--- src/rtl/arith_pkg.sv ---
// Shared definitions for the arithmetic cluster.
// Contents:
//   DIV_WIDTH    - default operand width of the sequential divider
//   DIV_CNT_W    - iteration counter width for the default width
//   div_state_e  - divider FSM state encoding (IDLE, RUN, DONE)
package arith_pkg;

    localparam int DIV_WIDTH = 4;
    localparam int DIV_CNT_W = $clog2(DIV_WIDTH + 1);

    typedef enum logic [1:0] {
        ST_IDLE = 2'd0,
        ST_RUN  = 2'd1,
        ST_DONE = 2'd2
    } div_state_e;

endpackage

--- src/rtl/addsub_w.sv ---
// Parameterized ripple-carry adder/subtractor.
// Each b bit is XORed with mode and mode feeds the carry-in, so
// mode=0 gives a+b and mode=1 gives a-b (cout=1 means no borrow).
// Ports:
//   a, b  in  W  operands
//   mode  in  1  0 = add, 1 = subtract
//   sum   out W  result
//   cout  out 1  carry out of the top stage
module addsub_w #(
    parameter int W = 5
) (
    input  logic [W-1:0] a,
    input  logic [W-1:0] b,
    input  logic         mode,
    output logic [W-1:0] sum,
    output logic         cout
);

    logic [W:0] carry_s;

    assign carry_s[0] = mode;

    for (genvar i = 0; i < W; i++) begin : g_stage
        logic bx_s;
        assign bx_s           = b[i] ^ mode;
        assign sum[i]         = a[i] ^ bx_s ^ carry_s[i];
        assign carry_s[i + 1] = (a[i] & bx_s) | (carry_s[i] & (a[i] ^ bx_s));
    end

    assign cout = carry_s[W];

endmodule

--- src/rtl/seq_divider.sv ---
// Multi-cycle restoring divider with a start/busy/done handshake.
// One quotient bit is produced per RUN cycle by shift-and-subtract on a
// shared ripple add/sub of width WIDTH+1.
// Optional feature: define DIV_SIGNED_EN for two's-complement operands
// (magnitudes taken on accept, signs applied when results are written).
// Ports:
//   clk          in  1      clock, rising edge
//   rst          in  1      synchronous active-high reset
//   start        in  1      request, sampled only in IDLE
//   dividend     in  WIDTH  captured on accepted start
//   divisor      in  WIDTH  captured on accepted start
//   busy         out 1      high in RUN and DONE
//   done         out 1      one-cycle pulse, results valid from this cycle
//   quotient     out WIDTH  result, held until next accepted start
//   remainder    out WIDTH  result, held until next accepted start
//   div_by_zero  out 1      divisor was zero
module seq_divider
    import arith_pkg::*;
#(
    parameter int WIDTH = DIV_WIDTH
) (
    input  logic             clk,
    input  logic             rst,
    input  logic             start,
    input  logic [WIDTH-1:0] dividend,
    input  logic [WIDTH-1:0] divisor,
    output logic             busy,
    output logic             done,
    output logic [WIDTH-1:0] quotient,
    output logic [WIDTH-1:0] remainder,
    output logic             div_by_zero
);

    localparam int CNT_W = $clog2(WIDTH + 1);

    div_state_e        state_q;
    logic [CNT_W-1:0]  cnt_q;
    logic [WIDTH:0]    r_q;
    logic [WIDTH-1:0]  q_q;
    logic [WIDTH-1:0]  d_q;
    logic              busy_q;
    logic              done_q;
    logic [WIDTH-1:0]  quot_q;
    logic [WIDTH-1:0]  rem_q;
    logic              dbz_q;

    logic [WIDTH:0]    r_shift_s;
    logic [WIDTH:0]    trial_s;
    logic              cout_s;
    logic [WIDTH:0]    r_iter_s;
    logic [WIDTH-1:0]  q_iter_s;
    logic [WIDTH-1:0]  a_mag_s;
    logic [WIDTH-1:0]  b_mag_s;
    logic [WIDTH-1:0]  fin_q_s;
    logic [WIDTH-1:0]  fin_r_s;
    logic              unused_s;

`ifdef DIV_SIGNED_EN
    logic              qneg_q;
    logic              rneg_q;
    logic [WIDTH-1:0]  one_s;
    assign one_s = {{(WIDTH-1){1'b0}}, 1'b1};
`endif

    // The shift always discards R's top bit, so it is never read back.
    assign unused_s = r_q[WIDTH];

    addsub_w #(.W(WIDTH + 1)) u_addsub (
        .a    (r_shift_s),
        .b    ({1'b0, d_q}),
        .mode (1'b1),
        .sum  (trial_s),
        .cout (cout_s)
    );

    // One restoring iteration: shift in the next dividend bit, keep the
    // trial difference only when the subtraction did not borrow.
    always_comb begin
        r_shift_s = {r_q[WIDTH-1:0], q_q[WIDTH-1]};
        if (cout_s) begin
            r_iter_s = trial_s;
            q_iter_s = {q_q[WIDTH-2:0], 1'b1};
        end else begin
            r_iter_s = r_shift_s;
            q_iter_s = {q_q[WIDTH-2:0], 1'b0};
        end
    end

    // Operand magnitudes on accept and final sign correction of results.
    always_comb begin
`ifdef DIV_SIGNED_EN
        a_mag_s = dividend[WIDTH-1] ? (~dividend + one_s) : dividend;
        b_mag_s = divisor[WIDTH-1]  ? (~divisor + one_s)  : divisor;
        fin_q_s = qneg_q ? (~q_iter_s + one_s) : q_iter_s;
        fin_r_s = rneg_q ? (~r_iter_s[WIDTH-1:0] + one_s) : r_iter_s[WIDTH-1:0];
`else
        a_mag_s = dividend;
        b_mag_s = divisor;
        fin_q_s = q_iter_s;
        fin_r_s = r_iter_s[WIDTH-1:0];
`endif
    end

    // Control FSM with registered handshake and result outputs.
    always_ff @(posedge clk) begin
        if (rst) begin
            state_q <= ST_IDLE;
            cnt_q   <= {CNT_W{1'b0}};
            r_q     <= {(WIDTH+1){1'b0}};
            q_q     <= {WIDTH{1'b0}};
            d_q     <= {WIDTH{1'b0}};
            busy_q  <= 1'b0;
            done_q  <= 1'b0;
            quot_q  <= {WIDTH{1'b0}};
            rem_q   <= {WIDTH{1'b0}};
            dbz_q   <= 1'b0;
`ifdef DIV_SIGNED_EN
            qneg_q  <= 1'b0;
            rneg_q  <= 1'b0;
`endif
        end else begin
            case (state_q)
                ST_IDLE: begin
                    done_q <= 1'b0;
                    if (start) begin
                        d_q    <= b_mag_s;
                        q_q    <= a_mag_s;
                        r_q    <= {(WIDTH+1){1'b0}};
                        cnt_q  <= CNT_W'(WIDTH);
                        busy_q <= 1'b1;
`ifdef DIV_SIGNED_EN
                        qneg_q <= dividend[WIDTH-1] ^ divisor[WIDTH-1];
                        rneg_q <= dividend[WIDTH-1];
`endif
                        if (divisor == {WIDTH{1'b0}}) begin
                            // Zero divisor skips RUN: results are known now.
                            state_q <= ST_DONE;
                            done_q  <= 1'b1;
                            quot_q  <= {WIDTH{1'b1}};
                            rem_q   <= dividend;
                            dbz_q   <= 1'b1;
                        end else begin
                            state_q <= ST_RUN;
                            quot_q  <= {WIDTH{1'b0}};
                            rem_q   <= {WIDTH{1'b0}};
                            dbz_q   <= 1'b0;
                        end
                    end else begin
                        busy_q <= 1'b0;
                    end
                end
                ST_RUN: begin
                    r_q   <= r_iter_s;
                    q_q   <= q_iter_s;
                    cnt_q <= cnt_q - CNT_W'(1);
                    // Last iteration: publish results so they are valid in DONE.
                    if (cnt_q == CNT_W'(1)) begin
                        state_q <= ST_DONE;
                        done_q  <= 1'b1;
                        quot_q  <= fin_q_s;
                        rem_q   <= fin_r_s;
                    end else begin
                        done_q  <= 1'b0;
                    end
                end
                ST_DONE: begin
                    state_q <= ST_IDLE;
                    done_q  <= 1'b0;
                    busy_q  <= 1'b0;
                end
                default: begin
                    state_q <= ST_IDLE;
                    done_q  <= 1'b0;
                    busy_q  <= 1'b0;
                end
            endcase
        end
    end

    assign busy        = busy_q;
    assign done        = done_q;
    assign quotient    = quot_q;
    assign remainder   = rem_q;
    assign div_by_zero = dbz_q;

endmodule

--- config.mk ---
export PLATFORM = sky130hd
export DESIGN_NAME = seq_divider
export DESIGN_NICKNAME = d
export VERILOG_FILES = /design/src/rtl/arith_pkg.sv /design/src/rtl/addsub_w.sv /design/src/rtl/seq_divider.sv
export SDC_FILE = /design/constraint.sdc
export NUM_CORES = 1
export LEC_CHECK = 0
export CAP_MARGIN = 25
export CORE_ASPECT_RATIO = 2
export CORE_MARGIN = 2
export CORE_UTILIZATION = 48
export CTS_CLUSTER_DIAMETER = 80
export DETAILED_ROUTE_END_ITERATION = 8
export PLACE_DENSITY = 0.87
export SYNTH_ARGS = -nofsm -noshare
export SYNTH_HDL_FRONTEND = slang
export SYNTH_HIERARCHICAL = 1
export SYNTH_SLANG_ARGS = --single-unit
--- constraint.sdc ---
create_clock -name clk -period 2.4 [get_ports clk]
set_input_delay 0.48 -clock clk [delete_from_list [all_inputs] [get_ports clk]]
set_output_delay 0.48 -clock clk [all_outputs]
set_load 0.02 [all_outputs]
==> results of run 1 <==
[timing repair]
item	4_1_cts	5_1_grt
pin swaps	5	0
resized for setup	6	2
setup endpoints to repair	9	9
buffers inserted	1	1
[metal layers]
metal  global-route usage  vias to the layer above
li1                     -                      587
met2                0.338                       33
met4                0.107                        0
met1                0.206                      585
met5                    0                        -
met3               0.0261                       15
[flip-flops by register name, summed over array words and instances (netlist names)]
register	count
busy	1
r_q	4
quotient	4
cnt_q	3
state_q	2
remainder	4
div_by_zero	1
q_q	4
done	1
d_q	4
[layout make-up]
class	count	area, um^2
well taps	30	37.5
fillers	238	1120
inverters	10	37.5
flip-flops and latches	28	562
clock buffers	3	41.3
repair buffers	31	285
multi-input cells	108	897
[how the worst max path moves through the flow]
stage,from,endpoint,slack [ns],cells past startpoint
after global placement,d_q[0]$_SDFFE_PP0P_,remainder[3]$_SDFFE_PP0P_,-0.09,10
after detailed placement,d_q[0]$_SDFFE_PP0P_,remainder[3]$_SDFFE_PP0P_,-0.15,10
final,d_q[0]$_SDFFE_PP0P_,q_q[0]$_SDFFE_PP0P_,-0.17,11
after global routing,d_q[0]$_SDFFE_PP0P_,q_q[0]$_SDFFE_PP0P_,-0.26,11
after floorplan,d_q[0]$_SDFFE_PP0P_,remainder[2]$_SDFFE_PP0P_,-0.03,10
after CTS,d_q[0]$_SDFFE_PP0P_,q_q[0]$_SDFFE_PP0P_,-0.15,11
[cell usage in the layout, fill, tap and decap left out, drive strengths merged, types with 2 or more instances in the layout]
cell and instances:
nor3 11, inv 10, ha 2, or3b 3, a21oi 11, nand2 13
xnor2 2, a311oi 9, dfxtp 28, clkdlybuf4s50 21, nor2 13, buf 10
mux2 5, nand2b 5, clkbuf 3, fa 4, conb 2, nand3b 2
a211oi 4, nand3 4, xor2 3, mux2i 5
[worst min-delay path, delay by kind of cell, from the launching register on]
family	cells	cell delay (ns)
compound gates	1	0.06
flops	1	0.33
simple gates	1	0.07
[cells by family after synthesis]
family,count (synthesis),synth area share
flip-flops,28,0.370
multiplexers,10,0.0702
AND/OR/NAND/NOR,56,0.207
other,2,0.00496
buffers and inverters,22,0.0802
XOR/XNOR,5,0.0289
AO/OA/AOI/OAI,29,0.169
adder cells (fa/ha/maj),6,0.0694
[power groups by stage]
stage | clock [mW] | combinational, mW | sequential, mW
6_report | 0.256 | 0.300 | 0.534
5_1_grt | 0.276 | 0.326 | 0.539
4_1_cts | 0.256 | 0.296 | 0.534
3_5_place_dp | 0 | 0.288 | 0.545
3_3_place_gp | 0 | 0.277 | 0.543
2_1_floorplan | 0 | 0.191 | 0.556
==> flow_metrics.py, run 1 <==
metrics = {
    "global_routing": {
        "grt_max_degree": 19,
        "grt_overflow_total": 0,
        "grt_pass1_wl_um": 5450,
        "antenna_found_initial": 0,
        "track_usage": 0.192,
        "grt_pass1_vias": 1251,
    },
    "power_and_ir_drop": {
        "peakVddDrop_mv": 0.363,
        "p_total_mw": 1.09,
        "p_per_area_nw_per_um2": 586,
        "p_int_mw": 0.762,
        "p_leak_nw": 0.704,
        "p_sw_mw": 0.329,
        "swShare": 0.302,
        "seq_power_share": 0.490,
        "clkPwrFrac": 0.235,
        "p_comb_frac": 0.275,
    },
    "floorplan": {
        "core_area_um2": 2980,
        "io_pins": 22,
        "dieArea_um2": 3650,
        "fp.dieH_um": 83.4,
        "rows": 28,
        "dieWidth_um": 43.7,
        "start_util": 0.508,
    },
    "timing": {
        "finalHoldViolations": 0,
        "clock.fmax_mhz": 388,
        "fin_crit_ns": 2.57,
        "tns_ns": -1.00,
        "worstMarginPinSlew_ns": 0.776,
        "drv_slew": 0,
        "setup_viol": 9,
        "hold_slack_ns": 0.491,
        "relSlewSlack": 0.481,
        "min_period_over_period": 1.07,
        "finalClockSkew_ns": 0.00984,
        "worst_slack_ns": -0.174,
        "rsz0062_at_grt": "yes",
    },
    "clock_tree": {
        "clkLatencyLatePin_ns": 0.28,
        "cts_tree": "yes",
        "htree_levels": 1,
        "cts_sinks": 28,
        "clock_path_buffers": 2,
        "cts_buffers": 3,
        "clkSlewWorstSetupHoldPaths_ns": 0.10,
        "cts_hold_buffers": 0,
        "root_buffer": "clkbuf_8",
    },
    "logic_synthesis": {
        "yosys_warnings": 6,
        "syn_avg_cell_area_um2": 9.58,
        "synth-seq-cells": 28,
        "seq_area_frac_synth": 0.370,
        "syn_nets": 175,
        "synth_commonest_cells": "dfxtp_1, nor2_1, nand2_1, a21oi_1, nor3_1",
        "synth_cells": 158,
        "synth.area.top_cells": "dfxtp_1, a311oi_2, fa_1",
        "synth_cell_type_count": 37,
        "synth-edff-count": 0,
        "yosysMostFrequentCell": "dfxtp_1",
        "synth_ff_type": "dfxtp_1",
        "synth.cell_area_um2": 1510,
        "async_flop_share": 0,
        "synth_top_area_frac": 0.370,
        "yosysTopAreaCell": "dfxtp_1",
    },
    "worst_setup_path": {
        "reg2regPathDepth": 11,
        "r2r_start": "d_q[0]$_SDFFE_PP0P_",
        "cp_slowest_cell": "fa_2",
        "crit_fanout": 6,
        "end_kind": "flop",
        "cpPeakStageDelay_ns": 0.42,
        "worst-setup-path-type": "flop to flop",
        "crit_path_frequent_cell": "fa_2",
        "r2r_end": "q_q[0]$_SDFFE_PP0P_",
        "cp.arrival_ns": 2.70,
        "crit_chain": "mux2_4 > fa_2 > inv_2 > fa_2 > fa_2 > inv_2 > fa_2 > buf_4 > nand2b_1 > a21oi_2 > nor3_1",
        "crit_buf_inv": 3,
        "r2r_setup_slack_ns": -0.17,
        "crit_family": "adder cells",
        "crit_required_ns": 2.53,
        "start_kind": "flop",
    },
    "place": {
        "place_area_um2": 1770,
        "io_buffers": 21,
        "dpl.hpwl_um": 2520,
        "gp_congestion": 0.812,
        "dp_slack_ns": -0.154,
        "numPlacedInstances": 205,
    },
    "drt": {
        "wirelength_um": 3300,
        "met3_length_um": 103,
        "via_per_inst": 5.81,
        "highest_layer": "met4",
        "route.detailed.drc": 0,
        "wl_per_cell_um": 15.7,
        "wl_met2_um": 1870,
        "first_iter_violations": 27,
        "drt-pass1-iter-count": 4,
        "vias": 1220,
        "ant_nets": 0,
        "met1_length_um": 1210,
    },
    "min_path": {
        "worstHoldEndpoint": "cnt_q[1]$_SDFFE_PP0P_",
        "worstHoldPathType": "flop to flop",
        "min_path_cells": 2,
        "hold_start": "cnt_q[1]$_SDFFE_PP0P_",
    },
    "cells_and_area": {
        "final_nets": 199,
        "post-route-util": 0.625,
        "final_area_um2": 1860,
        "final_cells": 210,
        "drive_gt1_frac": 0.267,
        "syn_to_final_growth_pct": 22.9,
        "n_antenna_cell": 0,
    },
    "run_status": {
        "failed_checks": "negative setup slack",
        "status": "finished with violations",
    },
    "job": {
        "cap_violations": 0,
    },
}
Power figures use the tool's default switching activity.
==> inputs of run 2 (changes only) <==
--- a/config.mk
+++ b/config.mk
@@ -7,12 +7,10 @@
 export LEC_CHECK = 0
 export CAP_MARGIN = 25
 export CORE_ASPECT_RATIO = 2
-export CORE_MARGIN = 2
-export CORE_UTILIZATION = 48
+export CORE_UTILIZATION = 47
 export CTS_CLUSTER_DIAMETER = 80
 export DETAILED_ROUTE_END_ITERATION = 8
-export PLACE_DENSITY = 0.87
+export PLACE_DENSITY = 0.86
 export SYNTH_ARGS = -nofsm -noshare
 export SYNTH_HDL_FRONTEND = slang
-export SYNTH_HIERARCHICAL = 1
 export SYNTH_SLANG_ARGS = --single-unit
==> run 2 against run 1 <==
  * The run now ends clean
  * Clock power is 46% higher
  * Critical path depth is 1 higher
  * Clock skew is 0.00061 ns higher
  * Non-clock buffer count is 5 lower
  * Count of clock-buffer cells in the layout stayed put
  * Total power is 14% higher
  * Synthesized cell count is 4.4% lower
  * Sequential power is 0.9% higher
  * Routed wire length is 10% lower
  * Register-to-register slack better by 0.30 ns
  * Maximum frequency is 13% higher
==> flow_metrics.py, run 2 <==
metrics = {
    "logic_synthesis": {
        "synth.cell_area_um2": 1350,
        "syn_avg_cell_area_um2": 8.93,
        "yosys_warnings": 0,
        "synth_top_area_frac": 0.416,
        "synth_ff_type": "dfxtp_1",
        "synth_commonest_cells": "dfxtp_1, nor2_1, a21oi_1, nand2_1, inv_1",
        "synth_cells": 151,
        "synth_top_family_by_area": "simple AND/OR/NAND/NOR gates",
        "synth.area.top_cells": "dfxtp_1, nor2_1, fa_1",
        "synth-seq-cells": 28,
        "yosysTopAreaCell": "dfxtp_1",
        "synth-edff-count": 0,
        "synth_xor_xnor_area_share": 0,
        "async_flop_share": 0,
        "seq_area_frac_synth": 0.416,
        "synth_compound_area_frac": 0.199,
        "synth_mux_area_frac": 0.0380,
        "syn_nets": 168,
        "synth_fa_ha_area_frac": 0.0724,
        "synthSimpleGateAreaFrac": 0.214,
        "synth_cell_type_count": 33,
    },
    "min_path": {
        "worstHoldPathType": "flop to flop",
        "min_path_cells": 2,
        "hold_start": "r_q[3]$_SDFFE_PP0P_",
        "worstHoldEndpoint": "r_q[3]$_SDFFE_PP0P_",
    },
    "timing": {
        "rsz0062_at_grt": "no",
        "relSlewSlack": 0.667,
        "worstMarginPinSlew_ns": 0.495,
        "min_period_over_period": 0.949,
        "fin_crit_ns": 2.28,
        "finalHoldViolations": 0,
        "hold_slack_ns": 0.463,
        "clock.fmax_mhz": 439,
        "tns_ns": 0,
        "setup_viol": 0,
        "drv_slew": 0,
        "worst_slack_ns": 0.123,
        "finalClockSkew_ns": 0.0104,
    },
    "worst_setup_path": {
        "r2r_end": "remainder[3]$_SDFFE_PP0P_",
        "crit_path_frequent_cell": "inv_1",
        "cp.arrival_ns": 2.44,
        "crit_required_ns": 2.57,
        "start_kind": "flop",
        "crit_chain": "inv_1 > ha_1 > inv_1 > fa_1 > inv_1 > fa_2 > fa_2 > nand2b_1 > buf_6 > nand2_1 > o211ai_1 > a211oi_2",
        "cp_slowest_cell": "dfxtp_2",
        "cpPeakStageDelay_ns": 0.34,
        "reg2regPathDepth": 12,
        "worst-setup-path-type": "flop to flop",
        "r2r_start": "q_q[3]$_SDFFE_PP0P_",
        "end_kind": "flop",
        "crit_fanout": 8,
        "r2r_setup_slack_ns": 0.12,
    },
    "place": {
        "numPlacedInstances": 196,
        "io_buffers": 21,
        "dp_slack_ns": 0.0121,
        "gp_congestion": 0.758,
        "dpl.hpwl_um": 2230,
        "place_area_um2": 1580,
    },
    "drt": {
        "wl_met2_um": 1650,
        "vias": 1143,
        "met3_length_um": 73,
        "ant_nets": 0,
        "highest_layer": "met4",
        "met1_length_um": 1130,
        "first_iter_violations": 31,
        "drt-pass1-iter-count": 4,
        "route.detailed.drc": 0,
        "wl_per_cell_um": 14.8,
        "via_per_inst": 5.72,
        "wirelength_um": 2960,
    },
    "floorplan": {
        "rows": 27,
        "fp.dieH_um": 77.8,
        "core_area_um2": 2740,
        "dieArea_um2": 3100,
        "start_util": 0.493,
        "dieWidth_um": 39.9,
        "io_pins": 22,
    },
    "global_routing": {
        "grt_overflow_total": 0,
        "antenna_found_initial": 0,
        "grt_pass1_vias": 1144,
        "grt_pass1_wl_um": 4850,
        "grt_max_degree": 29,
        "track_usage": 0.215,
    },
    "clock_tree": {
        "cts_buffers": 3,
        "clkSlewWorstSetupHoldPaths_ns": 0.10,
        "root_buffer": "clkbuf_8",
        "cts_tree": "yes",
        "htree_levels": 1,
        "cts_setup_buffers": 0,
        "cts_hold_buffers": 0,
        "cts_sinks": 28,
        "clkLatencyLatePin_ns": 0.28,
        "clock_path_buffers": 2,
    },
    "cells_and_area": {
        "post-route-util": 0.611,
        "final_area_um2": 1670,
        "drive_gt1_frac": 0.158,
        "final_cell_mix": "nor2_1, dfxtp_1, clkdlybuf4s50_1, a21oi_1",
        "n_antenna_cell": 0,
        "final_cells": 200,
        "nFillCells": 234,
        "syn_to_final_growth_pct": 23.9,
        "final_nets": 189,
        "final_common_cell": "nor2_1",
    },
    "power_and_ir_drop": {
        "p_per_area_nw_per_um2": 747,
        "peakVddDrop_mv": 0.440,
        "p_total_mw": 1.25,
        "p_leak_nw": 0.639,
    },
    "job": {
        "cap_violations": 0,
    },
    "run_status": {
        "status": "completed",
    },
}
-- run 2: changes by cell type in the layout (fill, tap and decap cells not counted), moves of 3 or more --
cell,before,now
mux2_4,5,1
a311oi_2,8,0
nor2_1,13,28
nand2_4,3,0
a211oi_2,0,4
nand3_1,4,0
o211ai_1,0,3
xor2_1,3,0
a211oi_1,4,8
buf_4,10,4
nor3_1,11,7
a21oi_1,8,11
-- run 2: repair_timing --
action	in CTS	in global routing
endpoints found under the setup margin	0	10
endpoints found under the hold margin	0	0
resized for setup	0	6
-- run 2: worst max path at each step --
stage | from | end | slack, ns | cells after the start
2_1_floorplan | q_q[3]$_SDFFE_PP0P_ | r_q[1]$_SDFFE_PP0P_ | 0.05 | 12
6_report | q_q[3]$_SDFFE_PP0P_ | remainder[3]$_SDFFE_PP0P_ | 0.12 | 12
5_1_grt | q_q[3]$_SDFFE_PP0P_ | r_q[3]$_SDFFE_PP0P_ | 0.01 | 12
3_5_place_dp | q_q[3]$_SDFFE_PP0P_ | r_q[1]$_SDFFE_PP0P_ | 0.01 | 11
4_1_cts | q_q[3]$_SDFFE_PP0P_ | remainder[3]$_SDFFE_PP0P_ | 0.02 | 12
3_3_place_gp | q_q[3]$_SDFFE_PP0P_ | remainder[1]$_SDFFE_PP0P_ | 0.16 | 11
-- run 2: per-layer routing --
metal  vias up  global-route usage
met5         -                   0
met4         0               0.121
met3        11              0.0200
met2        32               0.363
met1       549               0.239
li1        551                   -
-- run 2: kinds of logic after synthesis --
kind of cell,after synthesis
DFF,28
buffers and inverters,19
muxes,5
adders and majority gates,6
AOI/OAI and AO/OA,35
and+or+nand+nor,58
-- run 2: power by group --
| group | leakage (nW) | total (mW) | internal (mW) | switching [mW] |
|---|---|---|---|---|
| logic | 0.372 | 0.336 | 0.151 | 0.185 |
| registers | 0.231 | 0.539 | 0.510 | 0.0290 |
| clock network | 0.0357 | 0.373 | 0.224 | 0.150 |
| total | 0.639 | 1.25 | 0.885 | 0.364 |
-- run 2: area by class of cell --
cell class / count / area, um^2 / area share
sequential: 28 / 562 / 0.336
clock inverter: 1 / 30.0 / 0.0180
timing repair buffer: 26 / 251 / 0.150
clock buffer: 3 / 41.3 / 0.0247
tap: 29 / 36.3 / 0.0217
multi-input combinational: 104 / 717 / 0.429
inverter: 9 / 33.8 / 0.0202
-- run 2: critical path: cells and delay by family (launching register included) --
kind / cells / cell delay, ns
AO/OA/AOI/OAI: 2 / 0.28
adder cells (fa/ha/maj): 4 / 1.03
buffers and inverters: 4 / 0.32
flip-flops: 1 / 0.34
AND/OR/NAND/NOR: 2 / 0.21
